--- config.mk ---
export PLATFORM = sky130hd
export DESIGN_NAME = inst_axi_fetch
export DESIGN_NICKNAME = d
export VERILOG_FILES = /design/src/rtl/inst_axi_fetch_pkg.sv /design/src/rtl/inst_addr_map.sv /design/src/rtl/inst_axi_fetch.sv
export SDC_FILE = /design/constraint.sdc
export NUM_CORES = 1
export LEC_CHECK = 0
export BUFFER_PORTS_ARGS = -buffer_cell sky130_fd_sc_hd__buf_4
export CAP_MARGIN = 10
export CORE_ASPECT_RATIO = 2
export CORE_MARGIN = 3
export CORE_UTILIZATION = 45
export DETAILED_ROUTE_END_ITERATION = 16
export HOLD_SLACK_MARGIN = 0.03
export PLACE_DENSITY = 0.8
export SYNTH_ARGS = -nofsm -noshare
export SYNTH_HDL_FRONTEND = slang
export SYNTH_HIERARCHICAL = 1
export SYNTH_SLANG_ARGS = --single-unit
--- constraint.sdc ---
create_clock -name clk -period 2.7 [get_ports clk]
set_clock_uncertainty 0.15 [all_clocks]
set_input_delay 0.27 -clock clk [delete_from_list [all_inputs] [get_ports clk]]
set_output_delay 0.27 -clock clk [all_outputs]
set_load 0.03 [all_outputs]
--- src/rtl/inst_axi_fetch_pkg.sv ---
// rtl/inst_axi_fetch_pkg.sv - shared FSM encodings, AXI constants and KSEG masks for the fetch master
package inst_axi_fetch_pkg;

  typedef enum logic [1:0] {
    S_IDLE    = 2'd0,
    S_AR      = 2'd1,
    S_R       = 2'd2,
    S_DISCARD = 2'd3
  } state_t;

  localparam logic [2:0] SIZE_4B    = 3'b010;
  localparam logic [1:0] BURST_INCR = 2'b01;
  localparam logic [1:0] RESP_OKAY  = 2'b00;

  // kseg0/kseg1 share top bits 2'b10; stripping the top three bits yields the physical address
  localparam logic [31:0] KSEG_SEL_MASK  = 32'hC000_0000;
  localparam logic [31:0] KSEG_SEL_VAL   = 32'h8000_0000;
  localparam logic [31:0] KSEG_PHYS_MASK = 32'h1FFF_FFFF;

endpackage

--- src/rtl/inst_addr_map.sv ---
// rtl/inst_addr_map.sv - combinational kseg0/kseg1 virtual to physical address mapping
module inst_addr_map
  import inst_axi_fetch_pkg::*;
#(
  parameter int MAP_KSEG = 1
) (
  input  logic [31:0] vaddr,
  output logic [31:0] paddr
);

  logic in_kseg;

  assign in_kseg = (MAP_KSEG != 0) && ((vaddr & KSEG_SEL_MASK) == KSEG_SEL_VAL);
  assign paddr   = in_kseg ? (vaddr & KSEG_PHYS_MASK) : vaddr;

endmodule

--- src/rtl/inst_axi_fetch.sv ---
// rtl/inst_axi_fetch.sv - single-outstanding AXI4 instruction-fetch master with flush-safe draining
module inst_axi_fetch
  import inst_axi_fetch_pkg::*;
#(
  parameter logic [3:0] ARID_VAL = 4'b0000,
  parameter int         MAP_KSEG = 1
) (
  input  logic        clk,
  input  logic        rst,
  input  logic [31:0] pc,
  input  logic        pc_req,
  input  logic        flush,
  output logic        valid,
  output logic [31:0] if_pc,
  output logic [31:0] if_inst,
  output logic        inst_err,
  output logic [3:0]  arid,
  output logic [31:0] araddr,
  output logic [7:0]  arlen,
  output logic [2:0]  arsize,
  output logic [1:0]  arburst,
  output logic [1:0]  arlock,
  output logic [3:0]  arcache,
  output logic [2:0]  arprot,
  output logic        arvalid,
  input  logic        arready,
  input  logic [3:0]  rid,
  input  logic [31:0] rdata,
  input  logic [1:0]  rresp,
  input  logic        rlast,
  input  logic        rvalid,
  output logic        rready
);

  state_t      state, state_nx;
  logic        pend, pend_nx;
  logic        discard, discard_nx;
  logic        issue, deliver;
  logic [31:0] req_pc;
  logic [31:0] map_addr;
  logic        unused_axi;

  assign unused_axi = ^{rid, rlast};

  inst_addr_map #(.MAP_KSEG(MAP_KSEG)) u_addr_map (
    .vaddr(pc),
    .paddr(map_addr)
  );

  assign arid    = ARID_VAL;
  assign arlen   = 8'd0;
  assign arsize  = SIZE_4B;
  assign arburst = BURST_INCR;
  assign arlock  = 2'b00;
  assign arcache = 4'b0000;
  assign arprot  = 3'b000;
  assign arvalid = (state == S_AR);
  assign rready  = (state == S_R) || (state == S_DISCARD);

  always_comb begin
    state_nx   = state;
    pend_nx    = pend;
    discard_nx = discard;
    issue      = 1'b0;
    deliver    = 1'b0;
    // a redirect or a request we cannot serve yet is remembered once and replayed from IDLE
    if (flush || (pc_req && state != S_IDLE)) pend_nx = 1'b1;
    case (state)
      S_IDLE: begin
        if ((pc_req || pend) && !flush) begin
          issue    = 1'b1;
          pend_nx  = 1'b0;
          state_nx = S_AR;
        end
      end
      S_AR: begin
        if (flush) discard_nx = 1'b1;
        if (arready) state_nx = (discard || flush) ? S_DISCARD : S_R;
      end
      S_R: begin
        if (rvalid) begin
          deliver  = !flush;
          state_nx = S_IDLE;
        end else if (flush) begin
          state_nx = S_DISCARD;
        end
      end
      S_DISCARD: begin
        if (rvalid) state_nx = S_IDLE;
      end
      default: state_nx = S_IDLE;
    endcase
    if (state_nx == S_IDLE) discard_nx = 1'b0;
  end

  always_ff @(posedge clk or negedge rst) begin
    if (!rst) begin
      state    <= S_IDLE;
      pend     <= 1'b0;
      discard  <= 1'b0;
      araddr   <= 32'h0;
      req_pc   <= 32'h0;
      valid    <= 1'b0;
      if_pc    <= 32'h0;
      if_inst  <= 32'h0;
      inst_err <= 1'b0;
    end else begin
      state   <= state_nx;
      pend    <= pend_nx;
      discard <= discard_nx;
      valid   <= deliver;
      if (issue) begin
        araddr <= map_addr;
        req_pc <= pc;
      end
      if (deliver) begin
        if_pc    <= req_pc;
        if_inst  <= (rresp == RESP_OKAY) ? rdata : 32'h0;
        inst_err <= (rresp != RESP_OKAY);
      end
    end
  end

endmodule

==> results.json <==
{
  "drv_slew": 0,
  "synth_top_cell_by_area": "dfrtp_1",
  "synth_commonest_cells": "dfrtp_1 (134), mux2_2 (59), buf_4 (55)",
  "setup_viol": 0,
  "drt_first_pass_iters": 4,
  "grt_pass1_wl_um": 21030,
  "synthCells": 362,
  "grt_setup_unrepaired": "no",
  "critPathRequiredTime_ns": 2.83,
  "clk_pin_slew_ns": 0.06,
  "dieArea_um2": 13860,
  "ys.flop_type": "dfrtp_1",
  "timing.rr.start": "state[1]",
  "clockRootBuffer": "clkbuf_16",
  "grt_pass1_vias": 3995,
  "drtAntennaViolNets": 0,
  "initial_utilization_pct": 46.04,
  "portBuffers": 171,
  "crit_arrival_ns": 2.32,
  "worstHoldStart": "rvalid",
  "rr_endpoint": "if_pc[28]",
  "ir_drop_mv": 0.7286,
  "postCtsSetupRepairBufs": 0,
  "outcome": "finished clean",
  "antenna_found_initial": 1,
  "place_ws_ns": 0.5787,
  "cpPeakStageDelay_ns": 0.53,
  "num_io_pins": 203,
  "end_kind": "flip-flop",
  "core.rowCount": 57,
  "grt_util_all_layers_pct": 19.48,
  "placed_cell_area_um2": 6684,
  "power.density_nw_per_um2": 1287,
  "synth_cell_type_count": 24,
  "tns_ns": 0,
  "crit_slowest_cell": "dlygate4sd3_1",
  "hold_viol_final": 0,
  "slew_headroom_pct": 62.44,
  "startpoint_type": "input port",
  "design_area_um2": 7939,
  "yosys.area.top_type_share_pct": 60.08,
  "cts_tree": "built",
  "drive_above_1_share_pct": 52.89,
  "rrSetupSlack_ns": 0.58,
  "worst_pin_slew_ns": 0.5634,
  "netlist_area_um2": 5582,
  "dr.first_iter.drc_count": 141,
  "yosys_warnings": 6,
  "syn-mean-instance-area_um2": 15.42,
  "crit_top_cell": "buf_4",
  "ys_seq_area_share_pct": 60.08,
  "dr_total_vias": 3630,
  "cts_resized": 0,
  "fmax_mhz": 457.6,
  "dieWidth_um": 84.75,
  "ff2ff_path_depth": 3,
  "setup_ws_ns": 0.5146,
  "min_path_cells": 3,
  "wl_per_cell_um": 18.12,
  "insertion_delay_ns": 0.40,
  "grt-ovfl-total": 0,
  "cts_buffer_depth": 2,
  "synthArstFlopShare_pct": 100.0,
  "period_minus_slack_ns": 2.185,
  "synth_edf_count": 0,
  "hold_end": "state[1]",
  "path_cells": "dlygate4sd3_1 -> buf_4 -> nand4bb_4 -> buf_4 -> mux2_2",
  "chipHeight_um": 163.5,
  "drt-total-wl_um": 13330,
  "layout.nets": 652,
  "crit_fanout": 44,
  "area_delta_synth_final_pct": 42.23,
  "place_hpwl_um": 8740,
  "synthTopCellsByArea": "dfrtp_1 (60%), mux2_2 (12%), mux2_4 (10%)",
  "cts_buffers": 17,
  "crit_type": "input port to flip-flop",
  "min_path_type": "input port to flip-flop",
  "fin_crit_sh_pct": 80.94,
  "grt_start_max_net_pins": 65,
  "finalWeightedCongestion": 0.8106,
  "synth_seq_cells": 134,
  "cp_top_family": "buffers and inverters",
  "cts_hold_buf": 67,
  "cts_max_level": 4,
  "viasPerCell": 4.932,
  "worst-path-buf-inv": 3,
  "clock-sinks": 134,
  "placeableCoreArea_um2": 12120,
  "synth_most_common_cell": "dfrtp_1",
  "drc": 0,
  "leakagePower_uw": 0.003990,
  "maxCapViolCount": 0
}
cell families after synthesis:
logic type             share of synthesized area (%)
AOI/OAI and AO/OA                              5.851
buffers and inverters                          10.13
DFF                                            60.08
muxes                                          22.13
other                                         0.1345
and+or+nand+nor                                1.681
where the power goes:
part	switching [uW]	internal (uW)
sequential	558	2960
clock	863	1370
combinational	2400	2060
worst register-to-register path, delay by kind of cell (launching register included):
kind,cells,cell delay (ns)
buffers and inverters,1,0.56
DFF,1,0.50
muxes,1,0.42
and+or+nand+nor,1,0.36
routing by layer:
layer	up-vias	routed length (um)	track usage, %
met5	-	0	0
met4	0	563	10.81
met3	41	664	3.735
met2	155	7493	35.37
met1	1822	4610	20.75
li1	1612	-	-
flip-flops by register name, summed over array words and instances, names as in the netlist:
register  cells
state         2
araddr       32
valid         1
if_inst      32
if_pc        32
inst_err      1
req_pc       32
pend          1
discard       1
metrics by stage:
| step | std cells | hold slack, ns | util, % | total power (uW) |
|---|---|---|---|---|
| floorplan | 386 | -0.1756 | - | 6337 |
| global placement | 636 | 0.07225 | 55.13 | 7749 |
| detailed placement | 636 | 0.09391 | 55.13 | 7915 |
| CTS | 735 | 0.03219 | 65.46 | 10280 |
| global route | 736 | 0.04556 | 65.48 | 10670 |
| finish | 736 | 0.05056 | 65.48 | 10220 |
worst max-delay path by stage:
stage                         from        end  slack, ns  cells past startpoint
final                        flush  if_pc[28]       0.51                      5
after global routing         flush  if_pc[25]       0.40                      5
after floorplan           state[1]  araddr[0]       1.12                      6
after CTS                    flush  if_pc[25]       0.50                      5
after detailed placement  state[1]  if_pc[25]       0.58                      3
after global placement    state[1]  if_pc[25]       0.63                      3
placed cells by master, fill, tap and decap left out:
| master | instances |
|---|---|
| a21oi_1 | 2 |
| a22o_1 | 32 |
| clkinvlp_4 | 3 |
| mux2_4 | 38 |
| clkinv_2 | 1 |
| a31oi_1 | 1 |
| bufinv_16 | 2 |
| buf_12 | 2 |
| nor2b_1 | 1 |
| nand2_1 | 3 |
| inv_6 | 3 |
| nand3_1 | 1 |
| clkbuf_1 | 2 |
| nand2b_1 | 1 |
| nor3_4 | 1 |
| o22ai_1 | 1 |
| buf_4 | 176 |
| or4b_1 | 1 |
| a21o_1 | 1 |
| a21boi_2 | 1 |
| and2_2 | 1 |
| inv_1 | 4 |
| dlygate4sd3_1 | 67 |
| o21ai_4 | 1 |
| nand4bb_4 | 1 |
| mux2_2 | 59 |
| clkinv_4 | 4 |
| dfrtp_1 | 134 |
| clkbuf_16 | 17 |
| diode_2 | 1 |
| nor3_2 | 1 |
| conb_1 | 26 |
layout make-up:
class	count	area [um2]
Fill cell	858	4185
Sequential cell	134	3353
Timing Repair Buffer	245	2032
Multi-Input combinational cell	173	1770
Clock buffer	19	432.9
Tap cell	147	183.9
Clock inverter	13	148.9
Inverter	4	15.01
Antenna cell	1	2.502
(Power assumes the default switching activity.)
